`config.mk`:
```
export PLATFORM = sky130hd
export DESIGN_NAME = rfblackwidow_dcache_fill_ctrl
export DESIGN_NICKNAME = d
export VERILOG_FILES = /design/src/rtl/rfblackwidow_dcache_fill_ctrl.sv
export SDC_FILE = /design/constraint.sdc
export NUM_CORES = 1
export LEC_CHECK = 0
export ABC_AREA = 0
export BUFFER_PORTS_ARGS = -buffer_cell sky130_fd_sc_hd__buf_4
export CAP_MARGIN = 20
export CORE_MARGIN = 2
export CORE_UTILIZATION = 49
export DETAILED_ROUTE_END_ITERATION = 7
export MAX_ROUTING_LAYER = met4
export PLACE_DENSITY = 0.78
export SYNTH_ARGS = -nofsm -noshare
export SYNTH_HDL_FRONTEND = slang
export SYNTH_SLANG_ARGS = --single-unit
```
`constraint.sdc`:
```
create_clock -name i_clk -period 2.2 [get_ports i_clk]
set_clock_uncertainty 0.15 [all_clocks]
set_input_delay 0.11 -clock i_clk [delete_from_list [all_inputs] [get_ports i_clk]]
set_output_delay 0.11 -clock i_clk [all_outputs]
set_load 0.03 [all_outputs]
```
`src/rtl/rfblackwidow_dcache_fill_ctrl.sv`:
```
// Data-cache line-fill sequencer: picks a victim way, fetches a line beat by beat
// over the bus and streams each beat into the chosen way.
module rfblackwidow_dcache_fill_ctrl #(
  parameter int          WAYS  = 4,
  parameter int          BEATS = 4,
  parameter int          AW    = 32,
  parameter int          DW    = 128,
  parameter logic [15:0] SEED  = 16'hACE1,
  localparam int         BW    = $clog2(BEATS)
) (
  input  logic            i_clk,
  input  logic            i_rst,
  input  logic            i_miss_req,
  input  logic [AW-1:0]   i_miss_adr,
  input  logic [WAYS-1:0] i_set_valid,
  input  logic            i_abort,
  output logic            o_miss_ack,
  output logic            o_bus_cyc,
  output logic            o_bus_stb,
  output logic [AW-1:0]   o_bus_adr,
  input  logic            i_bus_ack,
  input  logic            i_bus_err,
  input  logic [DW-1:0]   i_bus_dat,
  output logic [1:0]      o_wway,
  output logic            o_cache_we,
  output logic [BW-1:0]   o_cache_beat,
  output logic [DW-1:0]   o_cache_dat,
  output logic            o_fill_done,
  output logic            o_fill_err,
  output logic            o_busy
);

  localparam int BSH = $clog2(DW/8);
  localparam int LSH = $clog2(BEATS*DW/8);
  localparam logic [AW-1:0] LMASK = ~((AW'(1) << LSH) - AW'(1));

  typedef enum logic [2:0] {
    S_IDLE, S_VICTIM, S_REQ, S_WAIT, S_WRITE, S_DONE, S_ERR
  } state_t;

  state_t          r_state;
  logic [AW-1:0]   r_line;
  logic [WAYS-1:0] r_valid;
  logic [BW-1:0]   r_beat;
  logic [15:0]     r_lfsr;

  logic            w_has_free;
  logic [1:0]      w_free_way;
  logic [BW-1:0]   w_beat_nxt;
  logic            w_lfsr_fb;

  assign w_beat_nxt = r_beat + BW'(1);
  assign w_lfsr_fb  = r_lfsr[15] ^ r_lfsr[13] ^ r_lfsr[12] ^ r_lfsr[10];
  assign o_busy     = (r_state != S_IDLE);

  // Lowest invalid way wins; scan downward so the last hit is the lowest index.
  always_comb begin
    w_has_free = 1'b0;
    w_free_way = 2'd0;
    for (int i = WAYS-1; i >= 0; i--) begin
      if (!r_valid[i]) begin
        w_has_free = 1'b1;
        w_free_way = 2'(i);
      end
    end
  end

  always_ff @(posedge i_clk) begin
    if (i_rst) r_lfsr <= SEED;
    else       r_lfsr <= {r_lfsr[14:0], w_lfsr_fb};
  end

  always_ff @(posedge i_clk) begin
    if (i_rst) begin
      r_state      <= S_IDLE;
      r_line       <= '0;
      r_valid      <= '0;
      r_beat       <= '0;
      o_miss_ack   <= 1'b0;
      o_bus_cyc    <= 1'b0;
      o_bus_stb    <= 1'b0;
      o_bus_adr    <= '0;
      o_wway       <= '0;
      o_cache_we   <= 1'b0;
      o_cache_beat <= '0;
      o_cache_dat  <= '0;
      o_fill_done  <= 1'b0;
      o_fill_err   <= 1'b0;
    end else if (i_abort && r_state != S_IDLE) begin
      // Abort wins over a same-cycle bus_ack, so that beat is dropped.
      r_state     <= S_IDLE;
      o_miss_ack  <= 1'b0;
      o_bus_cyc   <= 1'b0;
      o_bus_stb   <= 1'b0;
      o_cache_we  <= 1'b0;
      o_fill_done <= 1'b0;
      o_fill_err  <= 1'b0;
    end else begin
      o_miss_ack  <= 1'b0;
      o_cache_we  <= 1'b0;
      o_fill_done <= 1'b0;
      o_fill_err  <= 1'b0;
      case (r_state)
        S_IDLE: begin
          if (i_miss_req) begin
            r_line     <= i_miss_adr & LMASK;
            r_valid    <= i_set_valid;
            o_miss_ack <= 1'b1;
            r_state    <= S_VICTIM;
          end
        end
        S_VICTIM: begin
          o_wway    <= w_has_free ? w_free_way : r_lfsr[1:0];
          r_beat    <= '0;
          o_bus_cyc <= 1'b1;
          o_bus_stb <= 1'b1;
          o_bus_adr <= r_line;
          r_state   <= S_REQ;
        end
        S_REQ: r_state <= S_WAIT;
        S_WAIT: begin
          if (i_bus_err) begin
            o_bus_cyc  <= 1'b0;
            o_bus_stb  <= 1'b0;
            o_fill_err <= 1'b1;
            r_state    <= S_ERR;
          end else if (i_bus_ack) begin
            o_cache_dat  <= i_bus_dat;
            o_bus_stb    <= 1'b0;
            o_cache_we   <= 1'b1;
            o_cache_beat <= r_beat;
            r_state      <= S_WRITE;
          end
        end
        S_WRITE: begin
          if (r_beat == BW'(BEATS-1)) begin
            o_bus_cyc   <= 1'b0;
            o_fill_done <= 1'b1;
            r_state     <= S_DONE;
          end else begin
            r_beat    <= w_beat_nxt;
            o_bus_stb <= 1'b1;
            o_bus_adr <= r_line | (AW'(w_beat_nxt) << BSH);
            r_state   <= S_REQ;
          end
        end
        S_DONE:  r_state <= S_IDLE;
        S_ERR:   r_state <= S_IDLE;
        default: r_state <= S_IDLE;
      endcase
    end
  end

endmodule

```
After elaboration in Yosys (flattened, before gate mapping)
Index checks and enable logic that the tools add are counted.

Add/subtract/negate cells: 1. Equal/unequal tests: 10. Mux-type cells: 29. Bitwise operators: 9. Reductions and logical operators: 17.

Operators with widths (number): case mux 32 bit (2 select lines) (1); two-way mux 32 bit (1); OR 32 x 6 -> 32 bit (1); case mux 3 bit (5 select lines) (1); two-way mux 1 bit (13); two-way mux 2 bit (6); two-way mux 3 bit (4); AND reduction 3 bit (4); OR reduction 3 bit (3); != test 2 bit (second input constant) (4); == test 3 x 2 -> 1 bit (second input constant) (2); case mux 1 bit (3 select lines) (2); nonzero test 3 bit (2); inverter 1 bit (5); case mux 2 bit (2 select lines) (1); AND reduction 2 bit (2); AND reduction 4 bit (1); OR reduction 4 bit (1); == test 3 x 1 -> 1 bit (second input constant) (1); == test 3 bit (second input constant) (1); zero test 3 bit (1); != test 3 bit (second input constant) (1); XOR 1 bit (3); adder 2 x 1 -> 2 bit (second input constant) (1); other kinds (4) (4).

Register bits: 221.

Longest topological paths before layout
Depth after elaboration: 5. Depth in mapped cells: 6.

Least setup slack after synthesis
OpenSTA, ideal clock, no wires.

Path kind: reg-to-reg. Start: register r_beat[0]. End: register o_bus_adr[13]. Data arrival time: 1.598 ns. Setup slack: 0.320 ns. Stages on the path, launching flop included: 7. Buffers on the path: 2. Path through: dfxtp_1 > ha_1 > and2_1 > buf_2 > clkbuf_1 > o41ai_1 > a21oi_1.

Word-level cells in the longest chain between the ends: 3.

Ends and longest elaborated chain: start: declaration (line 44) `logic [BW-1:0] r_beat;`; start signal: assignment (line 141) `r_beat <= w_beat_nxt;`; == test 2 bit (line 136) `if (r_beat == BW'(BEATS-1)) begin`; != test 2 bit (no source line); AND reduction 3 bit (no source line); end signal: assignment (line 117) `o_bus_adr <= r_line;`; end signal: assignment (line 143) `o_bus_adr <= r_line | (AW'(w_beat_nxt) << BSH);`; end: declaration (line 20) `output logic [AW-1:0] o_bus_adr,`.

No other way between the ends. A chain may end at the register's enable or synchronous reset.

Final worst setup path
Start: register r_state[2]. End: register o_fill_err.

Word-level cells in the longest chain between the ends: 3. Elaborated cells on any way between the ends: 5.

Ends and longest elaborated chain: start: declaration (line 41) `state_t r_state;`; start signal: assignment (line 75) `r_state <= S_IDLE;`; start signal: assignment (line 91) `r_state <= S_IDLE;`; start signal: assignment (line 109) `r_state <= S_VICTIM;`; == test 3 x 2 -> 1 bit or nonzero test 3 bit (tied branches) (line 103, 89); inverter 1 bit (no source line) or logical AND 1 bit (tied branches); OR reduction 3 bit (no source line) *; end signal: assignment (line 97) `o_fill_err <= 1'b0;`; end signal: assignment (line 102) `o_fill_err <= 1'b0;`; end signal: assignment (line 125) `o_fill_err <= 1'b1;`; end: declaration (line 29) `output logic o_fill_err,`.

Every way passes the cells marked *; elsewhere a longest branch is shown, timed or not.

==> results.py <==
metrics = {
    "global_route": {
        "antenna_found_initial": 1,
        "grt_max_degree": 98,
        "grt_usage": 0.293,
        "grt_util_met1": 0.328,
        "grt_pass1_wl_mm": 45.6,
        "grt.overflow.total": 0,
        "busiest_layer": "met2",
        "grt_pass1_vias": 8543,
        "use_met2": 0.508,
        "use_met3": 0.0715,
    },
    "drt": {
        "wire_per_inst_um": 17.8,
        "first_iter_violations": 397,
        "viasPerCell": 5.14,
        "first_pass_iters": 7,
        "ant_nets": 0,
        "drc_errors": 25,
        "vias": 8427,
        "wirelength_mm": 29.2,
    },
    "critical_path": {
        "critPathKind": "flop to flop",
        "cp_num_buf_inv": 2,
        "cp-start-kind": "flop",
        "path_cells": "buf_4 > or3_1 > a21o_1 > nor2_1 > dlygate4sd3_1",
        "r2r_setup_slack_ns": 0.17,
        "max_stage_delay_ns": 0.54,
        "r2r_start": "r_state[2]",
        "r2r_cells": 5,
        "critPathSlowestCell": "dlygate4sd3_1",
        "critPathTopFamily": "buffers and inverters",
        "cp-end-kind": "flop",
        "rr_endpoint": "o_fill_err",
        "cp_max_fo": 10,
        "required_ns": 2.50,
        "crit_arrival_ns": 2.33,
    },
    "power_and_ir_drop": {
        "p_per_area_nw_per_um2": 656,
        "leakagePower_nw": 5.75,
        "peakVddDrop_uv": 587,
    },
    "logic_synthesis": {
        "ys.flop_type": "dfxtp_1",
        "synth-edff-count": 0,
        "ys_ff_latch": 215,
        "syn_inst": 935,
        "synthArstFlopShare": 0,
        "syn_area_um2": 9070,
        "synth-seq-area-share": 0.474,
        "synth.avg_cell_area_um2": 9.70,
        "synth_cell_types": 45,
        "ys_warn_count": 0,
    },
    "sta": {
        "drv_slew": 0,
        "fin_worst_hold_slack_ns": 0.256,
        "period_needed_ns": 2.03,
        "fin_crit_sh": 0.923,
        "relSlewSlack": 0.288,
        "max_freq_mhz": 492,
        "setup_viol": 0,
        "timing.final.hold_violations": 0,
        "tns_ns": 0,
        "rsz0062_at_grt": "no",
        "setup_slack_ns": 0.169,
        "worst_slew_pin_slew_ns": 1.07,
    },
    "cts": {
        "cts_buffers": 24,
        "post_cts_resize_count": 0,
        "tritoncts": "yes",
        "clk_latency_ns": 0.50,
        "cts_max_path_buffers": 3,
        "cts_num_sinks": 215,
        "clkTransAtPathRegs_ns": 0.06,
        "root_buffer": "clkbuf_16",
        "h-tree-depth": 1,
    },
    "placed_design": {
        "post-place-ws_ns": 0.304,
        "numPortBuffers": 330,
        "hpwlAfterDp_mm": 16.9,
        "globalplace.congestion": 0.794,
    },
    "run_status": {
        "violations": "DRC",
        "outcome": "finished, violations left",
    },
    "min_path": {
        "hold_path_end": "r_lfsr[5]",
        "hp-start": "r_lfsr[4]",
        "hold_depth": 1,
        "worstHoldPathType": "flop to flop",
    },
    "die": {
        "die_h_um": 140,
        "core_um2": 18100,
        "die_w_um": 140,
        "die_area_um2": 19600,
        "rows": 49,
        "ioPinCount": 341,
        "start_util": 0.502,
    },
    "flow_run": {
        "maxCapViolations": 0,
    },
    "final_layout": {
        "finish.net_count": 1562,
        "fill_cells": 1103,
        "area_delta_synth_final_pct": 55.5,
        "finish.utilization": 0.780,
        "drive_gt1_frac": 0.286,
    },
}
metrics by stage:
step,instances,power [mW],area [µm²]
final,1639,9.26,14100
after global routing,1639,9.60,14100
after CTS,1638,9.28,14100
after detailed placement,1430,4.97,11700
after global placement,1430,4.96,11700
after floorplan,938,4.60,9080
repair_timing:
| action | CTS | global route |
|---|---|---|
| setup buffers | 0 | 0 |
| hold buffers | 164 | 0 |
| hold endpoints to repair | 183 | 0 |
layout by cell type, fill, tap and decap left out, types with 3 or more instances in the layout:
master,n
buf_4,344
clkinv_2,6
buf_12,4
a21oi_1,59
mux2i_1,128
nand2_1,63
or2_2,7
clkbuf_16,25
o41ai_1,27
conb_1,4
clkbuf_8,5
nand2b_1,260
clkbuf_1,5
nor2_1,9
dlygate4sd3_1,164
o211ai_1,26
nor3b_1,3
dfxtp_1,215
nor2b_1,12
synthesized netlist by cell type (3+ instances only):
cell      number  area share
nor2b_1       13      0.0090
buf_2         13      0.0072
or2_2          7      0.0048
mux2i_1      128        0.14
nand2b_1     260        0.18
nor3b_1        3      0.0025
dfxtp_1      215        0.47
a21oi_1       59       0.033
clkbuf_1      55       0.023
o211ai_1      26       0.022
buf_4         17       0.014
o41ai_1       27       0.026
nand2_1       63       0.026
nor2_1         9      0.0037
state kept, by name, summed over array words and instances, names as in the netlist:
| register | cells |
|---|---|
| o_cache_beat | 2 |
| r_valid | 4 |
| r_lfsr | 16 |
| o_wway | 2 |
| r_line | 26 |
| o_miss_ack | 1 |
| o_bus_cyc | 1 |
| o_fill_done | 1 |
| o_cache_we | 1 |
| o_fill_err | 1 |
| r_state | 3 |
| o_cache_dat | 128 |
| r_beat | 1 |
| o_bus_adr | 27 |
| o_bus_stb | 1 |
report_power, final:
part           switching, mW  internal [mW]  leakage (nW)
Clock                   1.61           2.48         0.406
Sequential            0.0599           3.99          1.74
Combinational          0.504          0.619          3.61
Total                   2.17           7.09          5.75
cell families (layout without fill, tap and decap cells):
kind of cell / count (synthesis) / after routing / synth area share
mux: 130 / 130 / 0.144
flops: 215 / 215 / 0.474
fa+ha+maj: 1 / 1 / 0.00138
simple gates: 375 / 375 / 0.243
buf+inv: 88 / 559 / 0.0452
compound gates: 122 / 122 / 0.0892
other cells: 1 / 5 / 0.000413
xor+xnor: 3 / 3 / 0.00290
final cells by class:
type	instances	area, µm²	area share
multi-input combinational	635	4380	0.311
timing repair buffer	513	4320	0.306
sequential	215	4300	0.305
clock buffer	35	713	0.0505
tap	229	287	0.0203
clock inverter	9	98.8	0.00701
inverter	2	7.51	0.000532
antenna	1	2.50	0.000177
per-layer routing:
| layer | wire, µm | share of wire | up-vias |
|---|---|---|---|
| li1 | - | - | 4040 |
| met1 | 11200 | 0.38 | 3965 |
| met2 | 14500 | 0.50 | 338 |
| met3 | 2220 | 0.076 | 84 |
| met4 | 1220 | 0.042 | 0 |
| met5 | 0 | 0 | - |
worst register-to-register path: cells and delay by family (launching register included):
kind	cells	cell delay [ns]
AOI/OAI and AO/OA	1	0.27
DFF	1	0.34
and+or+nand+nor	2	0.50
buffers and inverters	2	0.72
how the worst max path moves through the flow:
stage,from,endpoint,slack (ns),depth (start not counted)
floorplan,r_beat[0],o_bus_adr[13],0.32,6
global placement,r_state[0],o_cache_dat[106],0.34,4
detailed placement,r_state[0],o_cache_dat[96],0.30,4
CTS,r_state[2],o_fill_err,0.16,5
global route,r_state[2],o_fill_err,0.10,5
finish,r_state[2],o_fill_err,0.17,5
Note: power is estimated with default switching activity, not from simulation.
